==> config.mk <==
export PLATFORM = sky130hd
export DESIGN_NAME = cmd_frame_engine
export DESIGN_NICKNAME = d
export VERILOG_FILES = /design/src/rtl/cmd_frame_pkg.sv /design/src/rtl/cmd_resp_serializer.sv /design/src/rtl/cmd_frame_engine.sv
export SDC_FILE = /design/constraint.sdc
export NUM_CORES = 1
export LEC_CHECK = 0
export ABC_AREA = 1
export BUFFER_PORTS_ARGS = -buffer_cell sky130_fd_sc_hd__buf_2
export CORE_MARGIN = 3
export CORE_UTILIZATION = 35
export DETAILED_ROUTE_END_ITERATION = 10
export PLACE_DENSITY = 0.61
export SLEW_MARGIN = 5
export SYNTH_ARGS = -nofsm -noshare
export SYNTH_HDL_FRONTEND = slang
export SYNTH_SLANG_ARGS = --single-unit
==> constraint.sdc <==
create_clock -name clk -period 4.7 [get_ports clk]
set_input_delay 0.94 -clock clk [delete_from_list [all_inputs] [get_ports clk]]
set_output_delay 0.94 -clock clk [all_outputs]
set_load 0.005 [all_outputs]
==> src/rtl/cmd_frame_pkg.sv <==
`default_nettype none
// ---------------------------------------------------------------------------
// cmd_frame_pkg: states and command/response codes for cmd_frame_engine. rev 1.0
// ---------------------------------------------------------------------------
package cmd_frame_pkg;

    typedef enum logic [2:0] {
        S_CMD   = 3'd0,
        S_ADDR  = 3'd1,
        S_VALUE = 3'd2,
        S_WRITE = 3'd3,
        S_READ  = 3'd4,
        S_RESP  = 3'd5
    } state_t;

    localparam logic [7:0] CMD_READ         = 8'h00;
    localparam logic [7:0] CMD_WRITE        = 8'hAA;
    localparam logic [7:0] RESP_ACK         = 8'h06;
    localparam logic [7:0] RESP_NAK_CMD     = 8'h15;
    localparam logic [7:0] RESP_NAK_TIMEOUT = 8'h18;

endpackage
`default_nettype wire

==> src/rtl/cmd_resp_serializer.sv <==
`default_nettype none
// ---------------------------------------------------------------------------
// cmd_resp_serializer: parallel-loaded response words out over valid/ready. rev 1.0
// ---------------------------------------------------------------------------
module cmd_resp_serializer #(
    parameter int WORD_WIDTH = 8,
    parameter int MAX_WORDS  = 5
) (
    input  logic                                 clk,
    input  logic                                 rst,
    input  logic                                 load,
    input  logic [WORD_WIDTH*MAX_WORDS-1:0]      load_words,
    input  logic [$clog2(MAX_WORDS+1)-1:0]       load_count,
    output logic [WORD_WIDTH-1:0]                tx_data,
    output logic                                 tx_valid,
    input  logic                                 tx_ready,
    output logic                                 done
);
    localparam int BW = WORD_WIDTH * MAX_WORDS;
    localparam int CW = $clog2(MAX_WORDS + 1);

    logic [BW-1:0] r_buf;
    logic [CW-1:0] r_left;

    // First word goes straight to tx_data; r_buf holds the rest, MSW-aligned.
    always_ff @(posedge clk or posedge rst) begin
        if (rst) begin
            r_buf    <= '0;
            r_left   <= '0;
            tx_data  <= '0;
            tx_valid <= 1'b0;
            done     <= 1'b0;
        end else begin
            done <= 1'b0;
            if (load) begin
                tx_data  <= load_words[BW-1 -: WORD_WIDTH];
                r_buf    <= BW'({load_words, {WORD_WIDTH{1'b0}}});
                r_left   <= load_count;
                tx_valid <= 1'b1;
            end else if (tx_valid && tx_ready) begin
                if (r_left == CW'(1)) begin
                    tx_valid <= 1'b0;
                    r_left   <= '0;
                    done     <= 1'b1;
                end else begin
                    tx_data <= r_buf[BW-1 -: WORD_WIDTH];
                    r_buf   <= BW'({r_buf, {WORD_WIDTH{1'b0}}});
                    r_left  <= r_left - CW'(1);
                end
            end
        end
    end

endmodule
`default_nettype wire

==> src/rtl/cmd_frame_engine.sv <==
`default_nettype none
// ---------------------------------------------------------------------------
// cmd_frame_engine: framed command words -> register write/read strobes + status. rev 1.0
// ---------------------------------------------------------------------------
module cmd_frame_engine
    import cmd_frame_pkg::*;
#(
    parameter int WORD_WIDTH     = 8,
    parameter int ADDR_WORDS     = 1,
    parameter int VALUE_WORDS    = 4,
    parameter int READ_LATENCY   = 1,
    parameter int TIMEOUT_CYCLES = 1000
) (
    input  logic                              clk,
    input  logic                              i_reset,
    input  logic [WORD_WIDTH-1:0]             i_data,
    input  logic                              i_dv,
    output logic [ADDR_WORDS*WORD_WIDTH-1:0]  o_addr,
    output logic [VALUE_WORDS*WORD_WIDTH-1:0] o_w_data,
    output logic                              o_w_en,
    output logic                              o_r_en,
    input  logic [VALUE_WORDS*WORD_WIDTH-1:0] i_r_data,
    output logic [WORD_WIDTH-1:0]             o_tx_data,
    output logic                              o_tx_valid,
    input  logic                              i_tx_ready,
    output logic                              o_busy,
    output logic                              o_drop
);
    localparam int AW         = ADDR_WORDS * WORD_WIDTH;
    localparam int DW         = VALUE_WORDS * WORD_WIDTH;
    localparam int RESP_WORDS = VALUE_WORDS + 1;
    localparam int RW         = RESP_WORDS * WORD_WIDTH;
    localparam int RCW        = $clog2(RESP_WORDS + 1);
    localparam int CNT_W      = 16;
    localparam int TO_W       = $clog2(TIMEOUT_CYCLES + 1);

    state_t             r_state;
    logic               r_is_write;
    logic [CNT_W-1:0]   r_cnt;
    logic [TO_W-1:0]    r_idle;

    logic               w_is_cmd_w, w_is_cmd_r, w_bad_cmd, w_timeout;
    logic               w_rd_capture, w_load, w_discard, w_done;
    logic [RW-1:0]      w_load_words;
    logic [RCW-1:0]     w_load_count;

    // Every path into S_RESP is a serializer load, so w_load alone steers the FSM there.
    always_comb begin
        w_is_cmd_w   = (i_data == WORD_WIDTH'(CMD_WRITE));
        w_is_cmd_r   = (i_data == WORD_WIDTH'(CMD_READ));
        w_bad_cmd    = (r_state == S_CMD) && i_dv && !w_is_cmd_w && !w_is_cmd_r;
        w_timeout    = ((r_state == S_ADDR) || (r_state == S_VALUE)) && !i_dv
                       && (r_idle == TO_W'(TIMEOUT_CYCLES - 1));
        w_rd_capture = (r_state == S_READ) && (r_cnt == CNT_W'(READ_LATENCY));
        w_load       = w_bad_cmd || w_timeout || w_rd_capture || (r_state == S_WRITE);
        w_discard    = i_dv && ((r_state == S_WRITE) || (r_state == S_READ)
                                || (r_state == S_RESP));
        w_load_words = {WORD_WIDTH'(RESP_ACK), {DW{1'b0}}};
        w_load_count = RCW'(1);
        if (w_bad_cmd) begin
            w_load_words = {WORD_WIDTH'(RESP_NAK_CMD), {DW{1'b0}}};
        end else if (w_timeout) begin
            w_load_words = {WORD_WIDTH'(RESP_NAK_TIMEOUT), {DW{1'b0}}};
        end else if (w_rd_capture) begin
            w_load_words = {WORD_WIDTH'(RESP_ACK), i_r_data};
            w_load_count = RCW'(RESP_WORDS);
        end
    end

    always_ff @(posedge clk or posedge i_reset) begin
        if (i_reset) begin
            r_state    <= S_CMD;
            r_is_write <= 1'b0;
            r_cnt      <= '0;
            r_idle     <= '0;
            o_addr     <= '0;
            o_w_data   <= '0;
            o_w_en     <= 1'b0;
            o_r_en     <= 1'b0;
            o_drop     <= 1'b0;
        end else begin
            o_w_en <= 1'b0;
            o_r_en <= 1'b0;
            o_drop <= w_discard;
            case (r_state)
                S_CMD: begin
                    if (i_dv) begin
                        r_is_write <= w_is_cmd_w;
                        r_cnt      <= '0;
                        r_idle     <= '0;
                        if (!w_bad_cmd) r_state <= S_ADDR;
                    end
                end
                S_ADDR: begin
                    if (i_dv) begin
                        o_addr <= AW'({o_addr, i_data});
                        r_idle <= '0;
                        if (r_cnt == CNT_W'(ADDR_WORDS - 1)) begin
                            r_cnt <= '0;
                            if (r_is_write) begin
                                r_state <= S_VALUE;
                            end else begin
                                r_state <= S_READ;
                                o_r_en  <= 1'b1;
                            end
                        end else begin
                            r_cnt <= r_cnt + CNT_W'(1);
                        end
                    end else if (!w_timeout) begin
                        r_idle <= r_idle + TO_W'(1);
                    end
                end
                S_VALUE: begin
                    if (i_dv) begin
                        o_w_data <= DW'({o_w_data, i_data});
                        r_idle   <= '0;
                        if (r_cnt == CNT_W'(VALUE_WORDS - 1)) begin
                            r_cnt   <= '0;
                            r_state <= S_WRITE;
                            o_w_en  <= 1'b1;
                        end else begin
                            r_cnt <= r_cnt + CNT_W'(1);
                        end
                    end else if (!w_timeout) begin
                        r_idle <= r_idle + TO_W'(1);
                    end
                end
                S_WRITE: ;
                S_READ: begin
                    if (!w_rd_capture) r_cnt <= r_cnt + CNT_W'(1);
                end
                S_RESP: begin
                    if (w_done) r_state <= S_CMD;
                end
                default: r_state <= S_CMD;
            endcase
            if (w_load) r_state <= S_RESP;
        end
    end

    assign o_busy = (r_state != S_CMD);

    cmd_resp_serializer #(
        .WORD_WIDTH (WORD_WIDTH),
        .MAX_WORDS  (RESP_WORDS)
    ) u_resp (
        .clk        (clk),
        .rst        (i_reset),
        .load       (w_load),
        .load_words (w_load_words),
        .load_count (w_load_count),
        .tx_data    (o_tx_data),
        .tx_valid   (o_tx_valid),
        .tx_ready   (i_tx_ready),
        .done       (w_done)
    );

endmodule
`default_nettype wire

# Yosys cells after proc, flatten, opt, wreduce, memory -nomap -nowiden
# Index checks and enable logic that the tools add are counted.
[word_totals]
register_bits = 126
inputBits = 44
output_inout_bits = 53
[classes]
addsub = 3
eq_ne = 24
mux = 49
reduce_logical = 35
[ops]
columns = ["cell", "count"]
rows = [
  ["2-to-1 mux 40 bit", 3],
  ["2-to-1 mux 16 bit", 6],
  ["2-to-1 mux 37 bit", 2],
  ["one-hot mux 16 bit (4 select lines)", 1],
  ["2-to-1 mux 3 bit", 15],
  ["2-to-1 mux 32 bit", 1],
  ["2-to-1 mux 10 bit", 3],
  ["2-to-1 mux 8 bit", 3],
  ["one-hot mux 10 bit (2 select lines)", 1],
  ["adder 16 x 1 -> 16 bit (second input constant)", 1],
  ["== test 16 x 1 -> 1 bit (second input constant)", 1],
  ["== test 16 x 2 -> 1 bit (second input constant)", 1],
  ["zero test 16 bit", 1],
  ["one-hot mux 3 bit (5 select lines)", 1],
  ["2-to-1 mux 1 bit", 13],
  ["!= test 3 x 2 -> 1 bit (second input constant)", 4],
  ["adder 10 x 1 -> 10 bit (second input constant)", 1],
  ["== test 10 bit (second input constant)", 1],
  ["AND reduction 2 bit", 5],
  ["!= test 3 x 1 -> 1 bit (second input constant)", 3],
  ["== test 8 bit (second input constant)", 1],
  ["logical AND 1 bit", 8],
  ["zero test 8 bit", 1],
  ["!= test 2 bit (second input constant)", 4],
  ["other kinds (16)", 30],
]

# Logic depth before layout (Yosys ltp)
# Gate-level depths: netlist (run 1).
[logic_depth]
word_depth = 9
ltp_mapped = 13
mapped_depth_nobuf = 12

# Hierarchy
# Synthesis (run 1) repeated with hierarchy kept, for this count alone.
[unflattened]
cells_unflattened = 877
area_unflattened_um2 = 6459.9
[modules_own_cells]
columns = ["module", "instances", "cells_each", "area_each_um2", "seq_area_each_um2"]
rows = [
  ["cmd_frame_engine", 1, 563, 4199.0, 1826.8],
  ["cmd_resp_serializer", 1, 314, 2260.9, 1126.1],
]

# Least setup slack after synthesis (run 1)
# No wires, ideal clock.
[synth_path]
kind = "in2reg"
from = "input port i_tx_ready"
to = "register u_resp.r_buf[24]"
setup_ns = 0.113
arrival_ns = 1.945
slack_ns = 2.642
cell_stages = 9
path_cell_list = "nand2_1 -> a21oi_1 -> buf_2 -> clkbuf_1 -> nand2_1 -> nand2_1 -> nand2_1 -> nand2_1 -> inv_1"
[synth_via]
elab_chain_len = 3
[synth_lines]
columns = ["element", "line_no", "text"]
rows = [
  ["start, declared", "cmd_frame_engine.sv:25", "input logic i_tx_ready,"],
  ["logical AND 1 bit", "cmd_resp_serializer.sv:40", "end else if (tx_valid && tx_ready) begin"],
  ["nonzero test 2 bit (no source line)", "n/a", ""],
  ["AND reduction 2 bit (no source line)", "n/a", ""],
  ["end signal, assigned", "cmd_resp_serializer.sv:37", "r_buf <= BW'({load_words, {WORD_WIDTH{1'b0}}});"],
  ["end signal, assigned", "cmd_resp_serializer.sv:47", "r_buf <= BW'({r_buf, {WORD_WIDTH{1'b0}}});"],
  ["end, declared", "cmd_resp_serializer.sv:22", "logic [BW-1:0] r_buf;"],
]
# Every way passes these cells.
# A chain may end at the register's enable or synchronous reset.

# Worst setup path in the final report (run 1)
[layout_path]
from = "input port i_tx_ready"
to = "register u_resp.r_buf[39]"
# Same word-level chain as after synthesis.

==> results of run 1 <==
[per-stage QoR]
step	std cells	hold WS, ns	utilization	total power (uW)	worst slack [ns]
after floorplan	762	0.441	-	2640	0.631
after global placement	1057	0.468	0.406	3100	1.78
after detailed placement	1057	0.462	0.406	3110	1.78
after CTS	1087	0.474	0.440	4330	2.22
after global routing	1087	0.495	0.440	4670	2.05
final	1087	0.472	0.440	4270	2.21
[power by group through the flow]
stage	Sequential (uW)	Clock (uW)	Combinational, uW
3_5_place_dp	1530	0	1580
4_1_cts	1520	1220	1590
3_3_place_gp	1530	0	1570
5_1_grt	1550	1270	1850
6_report	1520	1190	1570
2_1_floorplan	1510	0	1130
[layout make-up]
cell class                 count  area, sq um  share of cell area
clock inverter                 9         80.1              0.0113
multi-input combinational    512         2410               0.339
timing repair buffer         101          518              0.0729
sequential                   118         2950               0.415
tap                          216          270              0.0380
inverter                     110          415              0.0584
clock buffer                  21          460              0.0648
[worst max-delay path, stage by stage]
cell	delay, ns
buf_2	0.09
nand2_1	0.13
a21oi_2	0.13
buf_4	0.31
clkinv_1	0.38
buf_4	0.32
or2_2	0.28
nand2_1	0.06
nand2_1	0.05
nand2_1	0.05
inv_1	0.04
[how the worst min path moves through the flow]
| stage | from | endpoint | slack, ns | cells past startpoint |
|---|---|---|---|---|
| after floorplan | u_resp.r_buf[31] | u_resp.r_buf[31] | 0.44 | 2 |
| after global placement | u_resp.r_buf[31] | u_resp.r_buf[31] | 0.47 | 2 |
| after detailed placement | u_resp.r_buf[31] | u_resp.r_buf[31] | 0.46 | 2 |
| after CTS | u_resp.r_buf[31] | u_resp.r_buf[31] | 0.47 | 2 |
| after global routing | u_resp.tx_data[4] | u_resp.tx_data[4] | 0.49 | 2 |
| final | u_resp.r_buf[31] | u_resp.r_buf[31] | 0.47 | 2 |
[Yosys cell counts (8+ instances only)]
library cell,instances,area [sq um]
nand2_1,250,938
dfrtp_1,118,2950
inv_1,105,394
nor2_1,78,293
nand3_1,41,205
o21ai_0,40,200
a21oi_1,24,120
buf_2,10,50.1
clkbuf_1,9,33.8
nand3b_1,9,67.6
mux2_2,8,90.1
o21ai_1,8,40.0
[layer usage]
layer	part of all wire	vias to the layer above	track usage
met3	0.045	18	0.0416
met1	0.50	2193	0.212
met5	0	-	0
met4	0.018	0	0.0526
met2	0.44	98	0.225
li1	-	2555	-
[kinds of logic after synthesis]
kind of cell / share of synthesized area
compound gates: 0.0728
xor+xnor: 0.0149
fa+ha+maj: 0.0128
buf+inv: 0.0889
flops: 0.502
mux: 0.0153
simple gates: 0.293
[registers in the layout, summed over array words and instances, names as in the netlist, 3 cells and up]
signal and cells:
o_addr 8, o_w_data 32, r_cnt 16, r_idle 10, r_state 3, u_resp.r_buf 32, u_resp.r_left 3, u_resp.tx_data 8
==> run metrics, run 1 <==
synth-to-layout area growth=20.9%; Final GP Congestion=0.814; Crit. Startpoint=i_tx_ready; Mapped Cells=762; final non-filler cell area=7110 sq um; setup bufs post-CTS=0; MaxCap Viol Count=0; Die Wd=136 um; Final ANT Viol Nets=0; Post-synth ARST share=1.00; yosys warns=0; startpoint types=input pin; mapped cell area=5880 sq um; Routed Wire Length=13200 um; Tmin final=around 2.5 ns; Area after DPL=6570 sq um; Fin. Hold Viols=0; setup repair after global routing missed its margin=no; Starting Density=0.364; logic gate share of total power=0.367; clk buf depth=2; Clock Skew=0.0140 ns; final net count=910; share of cells above drive strength 1=0.184; Req. time, crit path=5.01 ns; Syn Nets=between 800 and 900; most frequent cells in the layout=nand2_1 (249), dfrtp_1 (118), inv_1 (104), buf_2 (96), nor2_1 (78); Clock power frac=0.279; commonest non-fill, non-tap cell in the layout=nand2_1; Setup TNS=0 ns; CTS tree=done; row count=46; total number of vias=4864; antenna cells=0; Vias/cell=4.47; clk_lat worst skew=around 0.42 ns; Fmax=0.401 GHz; initial antenna violation count=0; Slew Viols, Final=0; initial drt markers=approximately 330; Setup CP Type=input pin to flop; filler cell count=1624; Avg Inst Size Synth=between 7 and 8 sq um; total track usage=0.151; P_sw=1620 uW; global-route wire length before repair=22200 um; number of enable flip-flop cells after synthesis=0; PortBufs=96; Seq cells post-synth=118; reg2reg start=u_resp.r_left[0]; Sw Share=0.380; Post-synth top flop=dfrtp_1; CTS Buf Count=17; grt ovf=0; Slew HR=0.376; Worst Max-Slew Pin Slew=around 0.93 ns; crit share post-route=0.530; VDD IR max=roughly 0.27 mV; clk slew on worst S/H paths=0.05 ns; DRT Pass-1 Iters=4; cell leakage power=0.00382 uW; WP data arrival=2.80 ns; R2R Setup Slk=2.32 ns; Core ar.=16200 sq um; status=completed; pin count of the biggest net entering global routing=58; wire length per cell=12.1 um; vias in the first global route=4579; r2r endpoint=u_resp.r_buf[39]; Netlist cell types=35; I/O Pins=97; DRC Markers=0; CP Max Fanout=29; Hold WC Path Type=flop to flop; PostCTS Resize Cnt=0; hold buffers post-CTS=0; end point of the critical path=u_resp.r_buf[39]; CTS H-tree lvls=4; Seq/Total Area, Yosys=0.502; Reg power frac=0.355; Root Buffer=clkbuf_16; Cell Int Power=~2700 uW; Die Y=136 um; Reg2Reg Depth=10; Final HPWL DP=9460 um; CP endpoint kind=flop; final setup fails=0; CTS Sinks=118; total die area=18400 sq um; Power Density=601 nW/um^2
(Power assumes the default switching activity.)
==> run 2, diff against run 1 <==
--- a/config.mk
+++ b/config.mk
@@ -10,7 +10,7 @@
 export CORE_MARGIN = 3
 export CORE_UTILIZATION = 35
 export DETAILED_ROUTE_END_ITERATION = 10
-export PLACE_DENSITY = 0.61
+export PLACE_DENSITY = 0.63
 export SLEW_MARGIN = 5
 export SYNTH_ARGS = -nofsm -noshare
 export SYNTH_HDL_FRONTEND = slang
==> constraint.sdc (replaced) <==
create_clock -name clk -period 2.2 [get_ports clk]
set_input_delay 0.44 -clock clk [delete_from_list [all_inputs] [get_ports clk]]
set_output_delay 0.44 -clock clk [all_outputs]
set_load 0.005 [all_outputs]
==> run 2 against run 1 <==
Against the previous run: non-clock buffer count is 14 higher; sequential cell count stayed put; clock skew is 0.0020 ns higher; via count is 2.4% higher; worst setup slack worse by 2.0 ns; first-iteration DRC count is 5.1% higher; clock power is 130% higher; core utilization is 1.2 points higher; largest power group unchanged.
==> run metrics, run 2 (synthesized netlist as in run 1, its figures left out) <==
clk buf depth=2 (unchanged); Vias/cell=4.52 (+0.92%); Slew HR=0.631 (+0.255); Sw Share=0.373 (-0.00699); startpoint types=flop; P_sw=3540 uW (+120%); initial antenna violation count=0 (unchanged); Starting Density=0.364 (unchanged); Cells after DPL=1071 (+1.3%); CTS tree=done; Setup CP Type=flop to flop; VDD IR max=0.713 mV (+160%); cell leakage power=0.00392 uW (+2.6%); total die area=18400 sq um (unchanged); Final GP Congestion=0.825 (+1.3%); final non-filler cell area=7300 sq um (+2.6%); clk slew on worst S/H paths=0.06 ns (about the same); pin count of the biggest net entering global routing=82 (+41%); Power Density=1300 nW/um^2 (+120%); status=completed; setup repair after global routing missed its margin=no; Cell Int Power=5950 uW (+120%); vias in the first global route=4657 (+1.7%); PortBufs=96 (unchanged); Req. time, crit path=2.51 ns (-2.50 ns); CP Max Fanout=14 (-52%); initial drt markers=351 (+5.1%); WP data arrival=2.27 ns (-0.53 ns); clk_lat worst skew=0.42 ns (about the same); Final HPWL DP=9780 um (+3.3%); row count=46 (unchanged); commonest non-fill, non-tap cell in the layout=nand2_1; setup ws final=0.244 ns (-1.96 ns); Clock power frac=0.284 (+0.005); final setup fails=0 (unchanged); total track usage=0.154 (+0.00285); Place WS=0.171 ns (-1.61 ns); I/O Pins=97 (unchanged); CTS Buf Count=17 (unchanged); MaxCap Viol Count=0 (unchanged); Fmax=0.511 GHz; fin util=0.451 (+0.0116); global-route wire length before repair=22600 um (+2.0%); Die Y=136 um (unchanged); Area after DPL=6710 sq um (+2.2%); final net count=924 (+1.5%); setup bufs post-CTS=0 (unchanged); Hold WC Path Type=input pin to asynchronous set/reset pin; top flop regs=o_w_data (32), u_resp.r_buf (32), r_cnt (16); final std cells w/o fill=1103 (+1.5%); Final ANT Viol Nets=0 (unchanged); Setup TNS=0 ns (unchanged); most frequent cells in the layout=nand2_1 (249), dfrtp_1 (118), inv_1 (104), buf_2 (96), nor2_1 (78); PostCTS Resize Cnt=0 (unchanged); Reg power frac=0.342 (-0.013); Clock Skew=0.0160 ns (+0.00201 ns); Routed Wire Length=13400 um (+1.9%); Tmin final=slightly below 2 ns; hold buffers post-CTS=0 (unchanged); Slew Viols, Final=0 (unchanged); wire length per cell=12.2 um (+0.42%); grt ovf=0 (unchanged); total number of vias=4981 (+2.4%); DRC Markers=0 (unchanged); share of cells above drive strength 1=0.198 (+0.0147); CTS H-tree lvls=4 (unchanged); antenna cells=0 (unchanged); Core ar.=16200 sq um (unchanged); synth-to-layout area growth=24.1%; crit share post-route=0.889; Fin. Hold Viols=0 (unchanged); CTS Sinks=118 (unchanged); CP endpoint kind=flop; Die Wd=136 um (unchanged); Root Buffer=clkbuf_16; logic gate share of total power=0.374 (+0.007); Worst Max-Slew Pin Slew=0.554 ns (-0.379 ns); DRT Pass-1 Iters=4 (unchanged)
[run 2: cell types whose count changed in the layout (fill, tap and decap cells not counted), sizes merged]
cell / delta
bufinv: +1
buf: +14
clkinv: +1
[run 2: power by group through the flow]
stage	clock network, uW	logic, uW	registers [uW]
2_1_floorplan	0	2420	3230
3_3_place_gp	0	3510	3270
3_5_place_dp	0	3590	3270
4_1_cts	2750	3600	3250
5_1_grt	2870	4140	3320
6_report	2690	3550	3250
[run 2: layer usage]
layer | share of wire | track usage | wire (um) | vias to the layer above
li1 | - | - | - | 2585
met1 | 0.47 | 0.211 | 6360 | 2290
met2 | 0.46 | 0.235 | 6160 | 90
met3 | 0.047 | 0.0345 | 629 | 16
met4 | 0.020 | 0.0661 | 262 | 0
met5 | 0 | 0 | 0 | -
[run 2: worst paths after layout]
kind / startpoint / to / slack [ns] / depth (start not counted)
max: r_cnt[12] / u_resp.r_buf[27] / 0.24 / 11
max in group asynchronous: i_reset / o_w_data[13] / 1.68 / 3
max reg2reg: r_cnt[12] / u_resp.r_buf[27] / 0.24 / 11
min: i_reset / r_idle[3] / 0.17 / 3
min reg2reg: o_addr[4] / o_addr[4] / 0.48 / 2
min in group clk: i_r_data[7] / u_resp.r_buf[15] / 0.24 / 3
[run 2: final cells by class]
| type | count | area, sq um |
|---|---|---|
| Sequential cell | 118 | 2950 |
| Inverter | 110 | 417 |
| Fill cell | 1639 | 8880 |
| Multi-Input combinational cell | 512 | 2410 |
| Clock inverter | 11 | 124 |
| Tap cell | 216 | 270 |
| Timing Repair Buffer | 115 | 661 |
| Clock buffer | 21 | 460 |
[run 2: critical path, stage by stage, from the launching register on]
cell and delay [ns]:
dfrtp_1 0.43, nor2_1 0.12, nand2_1 0.05, nor2_1 0.34, nand3_2 0.27, nand3_2 0.16
nor2_4 0.07, buf_4 0.20, nand2_1 0.08, nand2_1 0.05, nand2_1 0.05, inv_1 0.03
[run 2: per-stage QoR]
stage               power [uW]  hold WS [ns]
floorplan                 5650         0.441
global placement          6780         0.464
detailed placement        6860         0.464
CTS                       9600         0.179
global route             10300         0.193
finish                    9490         0.166
